File: src/rtl/vram_arbiter_if.sv
// Request/response bundle between the four VRAM masters, the VRAM word port and vram_arbiter.
// master = requesters plus VRAM side (drives reqs and bus_rddata); slave = the arbiter.
interface vram_arbiter_if #(parameter int ADDR_W = 15);
  logic              host_req;
  logic              host_write;
  logic [ADDR_W+1:0] host_addr;
  logic [7:0]        host_wrdata;
  logic              host_ack;
  logic [7:0]        host_rddata;
  logic              host_rvalid;

  logic              l0_req, l1_req, spr_req;
  logic [ADDR_W-1:0] l0_addr, l1_addr, spr_addr;
  logic              l0_ack, l1_ack, spr_ack;
  logic [31:0]       l0_rddata, l1_rddata, spr_rddata;
  logic              l0_rvalid, l1_rvalid, spr_rvalid;

  logic [ADDR_W-1:0] bus_addr;
  logic [31:0]       bus_wrdata;
  logic [3:0]        bus_wrbytesel;
  logic              bus_write;
  logic [31:0]       bus_rddata;

  modport master (
    output host_req, host_write, host_addr, host_wrdata,
    input  host_ack, host_rddata, host_rvalid,
    output l0_req, l1_req, spr_req, l0_addr, l1_addr, spr_addr,
    input  l0_ack, l1_ack, spr_ack, l0_rddata, l1_rddata, spr_rddata,
    input  l0_rvalid, l1_rvalid, spr_rvalid,
    input  bus_addr, bus_wrdata, bus_wrbytesel, bus_write,
    output bus_rddata
  );

  modport slave (
    input  host_req, host_write, host_addr, host_wrdata,
    output host_ack, host_rddata, host_rvalid,
    input  l0_req, l1_req, spr_req, l0_addr, l1_addr, spr_addr,
    output l0_ack, l1_ack, spr_ack, l0_rddata, l1_rddata, spr_rddata,
    output l0_rvalid, l1_rvalid, spr_rvalid,
    output bus_addr, bus_wrdata, bus_wrbytesel, bus_write,
    input  bus_rddata
  );
endinterface

File: src/rtl/vram_arbiter.sv
// vram_arbiter: serializes host + three renderer ports onto the VRAM word port and routes reads back.
// Define VRAM_ARB_HOST_PRIORITY_EN to give the host fixed priority; renderers then round-robin.
module vram_arbiter #(
  parameter int         ADDR_W  = 15,
  parameter logic [1:0] RR_INIT = 2'd0
) (
  input logic           clk,
  input logic           rst_n,
  vram_arbiter_if.slave arb
);
  localparam int STAGES = 1;
  localparam logic [1:0] P_HOST = 2'd0, P_L0 = 2'd1, P_L1 = 2'd2, P_SPR = 2'd3;

  logic [3:0]              req_v, elig, rr_elig, ack_q, rvalid_q;
  logic [1:0]              rr_ptr, win, idx;
  logic                    found;
  logic [ADDR_W-1:0]       nxt_addr, addr_q;
  logic [31:0]             nxt_wrdata, wrdata_q;
  logic [3:0]              nxt_sel, sel_q;
  logic                    nxt_write, write_q;
  // Read tag {port, byte lane} travels alongside vld_pipe until the VRAM data is back.
  logic [STAGES:0]         vld_pipe;
  logic [STAGES:0][3:0]    tag_pipe;
  logic [1:0]              cap_port, cap_lane;
  logic [7:0]              host_rd_q;
  logic [31:0]             l0_rd_q, l1_rd_q, spr_rd_q;

  assign req_v = {arb.spr_req, arb.l1_req, arb.l0_req, arb.host_req};
  assign elig  = req_v & ~ack_q;

  always_comb begin
`ifdef VRAM_ARB_HOST_PRIORITY_EN
    rr_elig = {elig[3:1], 1'b0};
`else
    rr_elig = elig;
`endif
    found = 1'b0;
    win   = 2'd0;
    idx   = 2'd0;
    for (int i = 0; i < 4; i++) begin
      idx = rr_ptr + 2'(i);
      if (!found && rr_elig[idx]) begin
        found = 1'b1;
        win   = idx;
      end
    end
`ifdef VRAM_ARB_HOST_PRIORITY_EN
    if (elig[P_HOST]) begin
      found = 1'b1;
      win   = P_HOST;
    end
`endif
  end

  always_comb begin
    nxt_addr   = arb.host_addr[ADDR_W+1:2];
    nxt_wrdata = {4{arb.host_wrdata}};
    nxt_write  = 1'b0;
    nxt_sel    = 4'b0000;
    case (win)
      P_HOST: begin
        nxt_write = arb.host_write;
        nxt_sel   = arb.host_write ? (4'b0001 << arb.host_addr[1:0]) : 4'b0000;
      end
      P_L0:    nxt_addr = arb.l0_addr;
      P_L1:    nxt_addr = arb.l1_addr;
      default: nxt_addr = arb.spr_addr;
    endcase
  end

  assign cap_port = tag_pipe[STAGES][3:2];
  assign cap_lane = tag_pipe[STAGES][1:0];

  always_ff @(posedge clk) begin
    if (!rst_n) begin
      rr_ptr    <= RR_INIT;
      ack_q     <= '0;
      rvalid_q  <= '0;
      addr_q    <= '0;
      wrdata_q  <= '0;
      sel_q     <= '0;
      write_q   <= 1'b0;
      vld_pipe  <= '0;
      tag_pipe  <= '0;
      host_rd_q <= '0;
      l0_rd_q   <= '0;
      l1_rd_q   <= '0;
      spr_rd_q  <= '0;
    end else begin
      ack_q    <= '0;
      rvalid_q <= '0;
      write_q  <= 1'b0;
      sel_q    <= 4'b0000;
      vld_pipe <= {vld_pipe[STAGES-1:0], 1'b0};
      tag_pipe <= {tag_pipe[STAGES-1:0], 4'h0};
      if (found) begin
        ack_q[win]  <= 1'b1;
        addr_q      <= nxt_addr;
        wrdata_q    <= nxt_wrdata;
        sel_q       <= nxt_sel;
        write_q     <= nxt_write;
        vld_pipe[0] <= !nxt_write;
        tag_pipe[0] <= {win, arb.host_addr[1:0]};
`ifdef VRAM_ARB_HOST_PRIORITY_EN
        if (win != P_HOST) rr_ptr <= win + 2'd1;
`else
        rr_ptr <= win + 2'd1;
`endif
      end
      if (vld_pipe[STAGES]) begin
        rvalid_q[cap_port] <= 1'b1;
        case (cap_port)
          P_HOST:  host_rd_q <= arb.bus_rddata[8*cap_lane +: 8];
          P_L0:    l0_rd_q   <= arb.bus_rddata;
          P_L1:    l1_rd_q   <= arb.bus_rddata;
          default: spr_rd_q  <= arb.bus_rddata;
        endcase
      end
    end
  end

  assign arb.host_ack      = ack_q[P_HOST];
  assign arb.l0_ack        = ack_q[P_L0];
  assign arb.l1_ack        = ack_q[P_L1];
  assign arb.spr_ack       = ack_q[P_SPR];
  assign arb.host_rvalid   = rvalid_q[P_HOST];
  assign arb.l0_rvalid     = rvalid_q[P_L0];
  assign arb.l1_rvalid     = rvalid_q[P_L1];
  assign arb.spr_rvalid    = rvalid_q[P_SPR];
  assign arb.host_rddata   = host_rd_q;
  assign arb.l0_rddata     = l0_rd_q;
  assign arb.l1_rddata     = l1_rd_q;
  assign arb.spr_rddata    = spr_rd_q;
  assign arb.bus_addr      = addr_q;
  assign arb.bus_wrdata    = wrdata_q;
  assign arb.bus_wrbytesel = sel_q;
  assign arb.bus_write     = write_q;
endmodule

File: src/flat_wrapper.sv
// flat-port wrapper written by rule: the top's interface ports become plain ports
module vram_arbiter_flat 
#(
  parameter int         ADDR_W  = 15,
  parameter logic [1:0] RR_INIT = 2'd0
)
  (clk, rst_n, arb_host_req, arb_host_write, arb_host_addr, arb_host_wrdata, arb_host_ack, arb_host_rddata, arb_host_rvalid, arb_l0_req, arb_l1_req, arb_spr_req, arb_l0_addr, arb_l1_addr, arb_spr_addr, arb_l0_ack, arb_l1_ack, arb_spr_ack, arb_l0_rddata, arb_l1_rddata, arb_spr_rddata, arb_l0_rvalid, arb_l1_rvalid, arb_spr_rvalid, arb_bus_addr, arb_bus_wrdata, arb_bus_wrbytesel, arb_bus_write, arb_bus_rddata);
  vram_arbiter_if #(.ADDR_W(ADDR_W)) arb_i ();
  input logic clk;
  input logic rst_n;
  input wire logic [$bits(arb_i.host_req)-1:0] arb_host_req;
  input wire logic [$bits(arb_i.host_write)-1:0] arb_host_write;
  input wire logic [$bits(arb_i.host_addr)-1:0] arb_host_addr;
  input wire logic [$bits(arb_i.host_wrdata)-1:0] arb_host_wrdata;
  output wire logic [$bits(arb_i.host_ack)-1:0] arb_host_ack;
  output wire logic [$bits(arb_i.host_rddata)-1:0] arb_host_rddata;
  output wire logic [$bits(arb_i.host_rvalid)-1:0] arb_host_rvalid;
  input wire logic [$bits(arb_i.l0_req)-1:0] arb_l0_req;
  input wire logic [$bits(arb_i.l1_req)-1:0] arb_l1_req;
  input wire logic [$bits(arb_i.spr_req)-1:0] arb_spr_req;
  input wire logic [$bits(arb_i.l0_addr)-1:0] arb_l0_addr;
  input wire logic [$bits(arb_i.l1_addr)-1:0] arb_l1_addr;
  input wire logic [$bits(arb_i.spr_addr)-1:0] arb_spr_addr;
  output wire logic [$bits(arb_i.l0_ack)-1:0] arb_l0_ack;
  output wire logic [$bits(arb_i.l1_ack)-1:0] arb_l1_ack;
  output wire logic [$bits(arb_i.spr_ack)-1:0] arb_spr_ack;
  output wire logic [$bits(arb_i.l0_rddata)-1:0] arb_l0_rddata;
  output wire logic [$bits(arb_i.l1_rddata)-1:0] arb_l1_rddata;
  output wire logic [$bits(arb_i.spr_rddata)-1:0] arb_spr_rddata;
  output wire logic [$bits(arb_i.l0_rvalid)-1:0] arb_l0_rvalid;
  output wire logic [$bits(arb_i.l1_rvalid)-1:0] arb_l1_rvalid;
  output wire logic [$bits(arb_i.spr_rvalid)-1:0] arb_spr_rvalid;
  output wire logic [$bits(arb_i.bus_addr)-1:0] arb_bus_addr;
  output wire logic [$bits(arb_i.bus_wrdata)-1:0] arb_bus_wrdata;
  output wire logic [$bits(arb_i.bus_wrbytesel)-1:0] arb_bus_wrbytesel;
  output wire logic [$bits(arb_i.bus_write)-1:0] arb_bus_write;
  input wire logic [$bits(arb_i.bus_rddata)-1:0] arb_bus_rddata;
  assign arb_i.host_req = arb_host_req;
  assign arb_i.host_write = arb_host_write;
  assign arb_i.host_addr = arb_host_addr;
  assign arb_i.host_wrdata = arb_host_wrdata;
  assign arb_host_ack = arb_i.host_ack;
  assign arb_host_rddata = arb_i.host_rddata;
  assign arb_host_rvalid = arb_i.host_rvalid;
  assign arb_i.l0_req = arb_l0_req;
  assign arb_i.l1_req = arb_l1_req;
  assign arb_i.spr_req = arb_spr_req;
  assign arb_i.l0_addr = arb_l0_addr;
  assign arb_i.l1_addr = arb_l1_addr;
  assign arb_i.spr_addr = arb_spr_addr;
  assign arb_l0_ack = arb_i.l0_ack;
  assign arb_l1_ack = arb_i.l1_ack;
  assign arb_spr_ack = arb_i.spr_ack;
  assign arb_l0_rddata = arb_i.l0_rddata;
  assign arb_l1_rddata = arb_i.l1_rddata;
  assign arb_spr_rddata = arb_i.spr_rddata;
  assign arb_l0_rvalid = arb_i.l0_rvalid;
  assign arb_l1_rvalid = arb_i.l1_rvalid;
  assign arb_spr_rvalid = arb_i.spr_rvalid;
  assign arb_bus_addr = arb_i.bus_addr;
  assign arb_bus_wrdata = arb_i.bus_wrdata;
  assign arb_bus_wrbytesel = arb_i.bus_wrbytesel;
  assign arb_bus_write = arb_i.bus_write;
  assign arb_i.bus_rddata = arb_bus_rddata;
  vram_arbiter #(.ADDR_W(ADDR_W), .RR_INIT(RR_INIT)) u_core (.clk(clk), .rst_n(rst_n), .arb(arb_i));
endmodule
File: config.mk
export PLATFORM = sky130hd
export DESIGN_NAME = vram_arbiter_flat
export DESIGN_NICKNAME = d
export VERILOG_FILES = /design/src/rtl/vram_arbiter_if.sv /design/src/rtl/vram_arbiter.sv /design/src/flat_wrapper.sv
export SDC_FILE = /design/constraint.sdc
export NUM_CORES = 1
export LEC_CHECK = 0
export ABC_AREA = 1
export BUFFER_PORTS_ARGS = -buffer_cell sky130_fd_sc_hd__clkbuf_2
export CAP_MARGIN = 20
export CORE_UTILIZATION = 45
export CTS_BUF_LIST = sky130_fd_sc_hd__clkbuf_16
export DETAILED_ROUTE_END_ITERATION = 10
export MAX_ROUTING_LAYER = met4
export PLACE_DENSITY = 0.77
export SKIP_CTS_REPAIR_TIMING = 1
export SYNTH_ARGS = -nofsm -noshare
export SYNTH_HDL_FRONTEND = slang
export SYNTH_SLANG_ARGS = --single-unit
export TNS_END_PERCENT = 30
File: constraint.sdc
create_clock -name clk -period 6.7 [get_ports clk]
set_clock_uncertainty 0.1 [all_clocks]
set_input_delay 1.005 -clock clk [delete_from_list [all_inputs] [get_ports clk]]
set_output_delay 1.005 -clock clk [all_outputs]
set_load 0.005 [all_outputs]
# Word level (Yosys, flattened, before mapping)
# Cells that the tools add are included.
# Widths: inputs -> output; s select.
[word_totals]
ff_bits = 176
input_bits = 109
output_inout_bits = 164
word_cells = 77
[classes]
add_sub_neg = 4
n_lt_le_gt_ge = 8
n_eq_ne = 4
shift = 2
muxes = 22
bitwise = 3
reduce_logical = 19
[op_table]
columns = ["operator", "n"]
rows = [
  ["$pmux 15 s3", 1],
  ["$shiftx 32x6->8", 1],
  ["$lt 2x3->1 const B", 6],
  ["$reduce_and 2->1", 6],
  ["$mux 1", 11],
  ["$bmux 1 s2", 4],
  ["$mux 2", 4],
  ["$logic_and 1x1->1", 5],
  ["$add 2x1->2 const B", 2],
  ["$add 2x2->2 const B", 2],
  ["$and 4x4->4", 1],
  ["$demux 1 s2", 2],
  ["$eq 2x1->1 const B", 2],
  ["$eq 2x2->1 const B", 2],
  ["$ge 2x1->1 const B", 2],
  ["$logic_not 1->1", 4],
  ["$logic_not 2->1", 2],
  ["$not 4->4", 1],
  ["$reduce_and 4->1", 1],
  ["$shl 1x2->4 const A", 1],
  ["$reduce_or 3->1", 1],
  ["$not 1->1", 1],
]

# Logic depth before layout (Yosys ltp)
[logic_depth]
depth_word = 18
depth_mapped = 17
mapped_depth_nobuf = 15

# Worst setup path before layout
# Ideal clock, no wire load.
[synth_timing]
path_type = "input to register"
from = "input arb_l0_req"
to = "register u_core.addr_q[10] (netlist: u_core.arb.bus_addr[10])"
setup_ps = 67
arrival_time_ps = 2690
required_ps = 6533
path_slack_ps = 3843
cell_stages = 14
n_path_buf = 2
path_cell_list = "nand3_1 nand2_2 inv_1 nand2_1 o21ai_0 o21ai_1 nand2_1 inv_1 ha_1 clkbuf_1 clkbuf_1 a22o_1 o22ai_1 o21ai_2"
[synth_via]
elab_chain_cells = 15
elab_cells_between_ends = 27
cone_classes = "eq/ne: 2; mux: 17; bitwise: 1; reduce/logical: 7"
[synth_lines]
columns = ["element", "line", "text"]
rows = [
  ["start, declared", "flat_wrapper.sv:18", "input wire logic [$bits(arb_i.l0_req)-1:0] arb_l0_req;"],
  ["$and 4x4->4 *", "vram_arbiter.sv:29", "assign elig = req_v & ~ack_q;"],
  ["$bmux 1 s2", "vram_arbiter.sv:42", "if (!found && rr_elig[idx]) begin"],
  ["$mux 1 (implied by the code)", "vram_arbiter.sv:42", ""],
  ["$mux 1", "vram_arbiter.sv:42", ""],
  ["$logic_not 1->1", "vram_arbiter.sv:42", ""],
  ["$logic_and 1x1->1", "vram_arbiter.sv:42", ""],
  ["$mux 1", "vram_arbiter.sv:42", ""],
  ["$logic_not 1->1", "vram_arbiter.sv:42", ""],
  ["$logic_and 1x1->1", "vram_arbiter.sv:42", ""],
  ["$mux 1", "vram_arbiter.sv:42", ""],
  ["$logic_not 1->1", "vram_arbiter.sv:42", ""],
  ["$logic_and 1x1->1", "vram_arbiter.sv:42", ""],
  ["$mux 2 *", "vram_arbiter.sv:42", ""],
  ["net u_core.win[0]", "vram_arbiter.sv:15", "logic [1:0] rr_ptr, win, idx;"],
  ["$eq 2x2->1, or another cell as far along", "vram_arbiter.sv:60", "case (win)"],
  ["$pmux 15 s3 *", "vram_arbiter.sv:60", ""],
  ["end signal, assigned", "vram_arbiter.sv:98", "addr_q <= nxt_addr;"],
  ["end, declared", "vram_arbiter.sv:17", "logic [ADDR_W-1:0] nxt_addr, addr_q;"],
]
# The timed path passes the listed nets; every way through them passes the cells marked *. The select of a mux whose other input is x is not followed.
# A chain may end at the register's enable or synchronous reset.

# Final worst setup path
[layout_timing]
from = "input arb_l0_req"
to = "register u_core.addr_q[0] (netlist: u_core.arb.bus_addr[0])"
# The elaborated chain is that of the path after synthesis.

==> results.rst <==
.. list-table::
   :header-rows: 1

   * - Metric
     - Value
   * - Run status
     - completed
   * - Transition time at the pin with the least slew margin
     - around 1.0 ns
   * - Final core utilization
     - roughly 60%
   * - Power per unit of standard cell area
     - about 380 nW/um^2
   * - Sequential element share of the synthesized area
     - ~48%
   * - Busiest grt layer
     - met2
   * - Final Hold Vio Count
     - 0
   * - Share of final-layout standard cells stronger than drive strength 1
     - around 33%
   * - Synthesized netlist cell count
     - 800
   * - Met2 demand-to-capacity share in global routing
     - a little over two fifths
   * - Setup repair after global routing missed its margin
     - false
   * - Critical path capture point type
     - flip-flop
   * - Critical-path maximum fanout
     - 31
   * - Vias per std cell
     - between 5 and 6
   * - Max-cap violation count
     - 0
   * - Total area of multi-input combinational cells
     - 2540 sq um
   * - Worst path top cell family by delay
     - simple AND/OR/NAND/NOR gates
   * - Setup_tns
     - 0 ns
   * - Area of the placeable core
     - between 10000 and 15000 sq um
   * - GRT Residual Overflow
     - 0
   * - Final WL
     - 18300 um
   * - Clock latency on the worst-skew pair
     - slightly above 0.4 ns
   * - Time the final worst path needs with I/O delays and setup
     - 3.03 ns
   * - Clock tree from TritonCTS
     - built
   * - Final Wtd Congestion
     - approximately 0.84
   * - Total GRT Usage
     - about a quarter
   * - Clock share of power
     - about 30%
   * - Cell area after synthesis
     - ~6300 sq um
   * - Length of the first detailed-routing pass in iterations
     - 5
   * - Yosys cell types
     - 29
   * - Dominant cell by count in the synthesized netlist
     - dfxtp_1
   * - Syn. warnings
     - 0
   * - Die span in x
     - roughly 120 um
   * - Arrival @ worst endpoint
     - roughly 3.2 ns
   * - Crit path largest cell delay
     - approximately 0.63 ns
   * - Static leakage
     - roughly 4.0 nW
   * - H-Tree Level Count
     - 4
   * - Sequential share of power
     - between 30% and 40%
   * - Design internal power
     - between 2 and 2.5 mW
   * - Layout overhead on the synthesized area
     - 27.9%
   * - Cell types with the highest counts after synthesis
     - 152 x dfxtp_1, 109 x o21ai_0, 106 x a21oi_1, 89 x nand2_1, 72 x inv_1
   * - Number of antenna violations at the first check in global routing
     - 0
   * - Number of buffers and inverters on the critical path
     - 4
   * - Relative max-transition margin
     - about a third
   * - Flip-flop and latch count after synthesis
     - roughly 150
   * - Die height
     - 121 um
   * - Number of enable flip-flop cells after synthesis
     - 0
   * - Crit Path Class
     - in -> reg
   * - Most numerous cell on the critical path
     - nand2_1
   * - Worst hold path class
     - reg -> reg
   * - Pin count of the biggest net entering global routing
     - 98
   * - Antenna cell count
     - 0
   * - Hpwl dp
     - approximately 13000 um
   * - Reported net switching power
     - between 1 and 1.5 mW
   * - Mean post-synth cell area
     - between 7 and 8 sq um
   * - Initial core utilization
     - between 40% and 50%
   * - Ranking of synthesized cells by area
     - dfxtp_1 48%, o21ai_0 8.6%, a21oi_1 8.4%
   * - Met1 global-route usage
     - a little under a third
   * - Share of async-settable or async-resettable flops after synthesis
     - 0%
   * - Top cell type's share of synthesized area
     - between 40% and 50%
   * - CTS max path bufs
     - 2
   * - Worst endpoint required time
     - 6.88 ns
   * - Vias in the first global route
     - about 5600
   * - Logic pwr share
     - a little over a third
   * - Total number of clock tree sinks
     - 152
   * - Iteration-0 DRC count of the detailed router
     - between 400 and 500
   * - Count of filler cells inserted in the layout
     - between 1000 and 1500
   * - Synthesized Nets
     - 913
   * - Final antenna-violating net count
     - 0
   * - Die outline area
     - 14600 sq um
   * - Most used DFF post-synth
     - dfxtp_1
   * - Met3 Resource Use GR
     - between 6 and 7%
   * - Num ports
     - between 200 and 300
   * - Number of design rule violations left after detail routing
     - 0
   * - Number of port buffers
     - ~270
   * - Via count
     - 6183
   * - Drt wl/cell
     - roughly 15 um
   * - Nets
     - about 1100
   * - Part of the cycle the worst path needs
     - between 40% and 50%
   * - Pins over their slew limit
     - 0
   * - Area of all sequential standard cells
     - slightly above 3000 sq um
   * - Number of buffers created by CTS
     - 17
   * - First-pass GRT wire length
     - between 20000 and 30000 um
   * - Final-report setup violation count
     - 0
   * - Critical path, cell by cell
     - clkbuf_2 -> nand3_1 -> nand2_2 -> nand2_1 -> nand2_1 -> inv_1 -> nand2_1 -> nand3_1 -> nand2_1 -> inv_1 -> ha_1 -> inv_1 -> nand2_1 -> o22ai_1 -> o21ai_1
   * - Critical-path top delay cell
     - inv_1
   * - Achievable clock frequency
     - around 330 MHz
   * - Worst voltage drop across the vdd grid
     - between 0.3 and 0.4 mV
   * - Clock Root Buffer
     - clkbuf_16
   * - Startpoint class of the critical path
     - input pin
   * - Sum of internal, switching and leakage power
     - 3.10 mW
   * - Switching power as a share of total power
     - ~35%
   * - Cell taking the most area after synthesis
     - dfxtp_1
   * - Register clock-pin slew on the reported worst setup and hold paths
     - about 0.060 ns
   * - Site row count
     - 42
[power groups by stage]
stage	registers [mW]	clock network, mW	logic (mW)
CTS	1.09	0.943	1.08
floorplan	1.10	0	0.846
detailed placement	1.11	0	1.08
global route	1.11	0.986	1.21
global placement	1.11	0	1.05
finish	1.10	0.928	1.08
[per-stage QoR]
step,area [sq um],cells,setup slack [ns],hold slack (ns)
final,8100,1206,3.67,0.309
after global routing,8100,1206,3.46,0.327
after CTS,8070,1205,3.68,0.314
after detailed placement,7490,1173,3.28,0.305
after global placement,7490,1173,3.42,0.303
after floorplan,6330,800,3.84,0.290
[worst reg2reg max path, delay by kind of cell, from the launching register on]
family	cells	cell delay, ns
simple gates	8	0.96
compound gates	2	0.25
flops	1	0.58
buf+inv	3	0.75
fa+ha+maj	1	0.20
[final timing paths]
path                       from  cells past startpoint                     end  slack (ns)
max                  arb_l0_req                     15  u_core.arb.bus_addr[0]        3.67
min reg2reg  u_core.tag_pipe[3]                      2      u_core.cap_port[1]        0.31
max reg2reg    u_core.rr_ptr[0]                     14  u_core.arb.bus_addr[0]        3.73
min          u_core.tag_pipe[3]                      2      u_core.cap_port[1]        0.31
[layer usage]
metal,share of wire (%),wire (um)
met5,0,0
met4,0.97,178
met3,7.6,1380
met2,51,9270
met1,41,7450
[placed cells by master, fill, tap and decap left out, drive strengths merged, types with 7 or more instances in the layout]
master / netlist / final
a21oi: 106 / 106
a22o: 15 / 15
buf: 45 / 7
clkbuf: 34 / 288
clkinv: 2 / 8
dfxtp: 152 / 152
inv: 74 / 79
nand2: 99 / 99
nand3: 49 / 49
nand3b: 15 / 15
nor2: 62 / 62
o21ai: 123 / 123
o22ai: 15 / 15
[sequential cells by signal, indices dropped and copies added, names as in the netlist]
name / cells
u_core.ack_q: 4
u_core.arb.bus_addr: 15
u_core.arb.bus_wrbytesel: 4
u_core.arb.bus_wrdata: 8
u_core.arb.bus_write: 1
u_core.arb.host_rddata: 8
u_core.arb.l0_rddata: 32
u_core.arb.l1_rddata: 32
u_core.arb.spr_rddata: 32
u_core.cap_lane: 2
u_core.cap_port: 2
u_core.rr_ptr: 2
u_core.rvalid_q: 4
u_core.tag_pipe: 4
u_core.vld_pipe: 2
[cell type report]
class,instances,area share (%)
flip-flops and latches,152,37.6
well taps,176,2.72
clock inverters,15,1.88
inverters,76,3.58
multi-input cells,492,31.4
clock buffers,17,5.25
repair buffers,278,17.6
[cell families after synthesis]
kind of cell / count (synthesis) / synth area share (%)
AND/OR/NAND/NOR: 229 / 17.0
buffers and inverters: 156 / 11.9
AO/OA/AOI/OAI: 259 / 22.2
adder cells (fa/ha/maj): 4 / 0.790
flip-flops: 152 / 48.0
No activity file was read; power rests on OpenSTA's default activity.
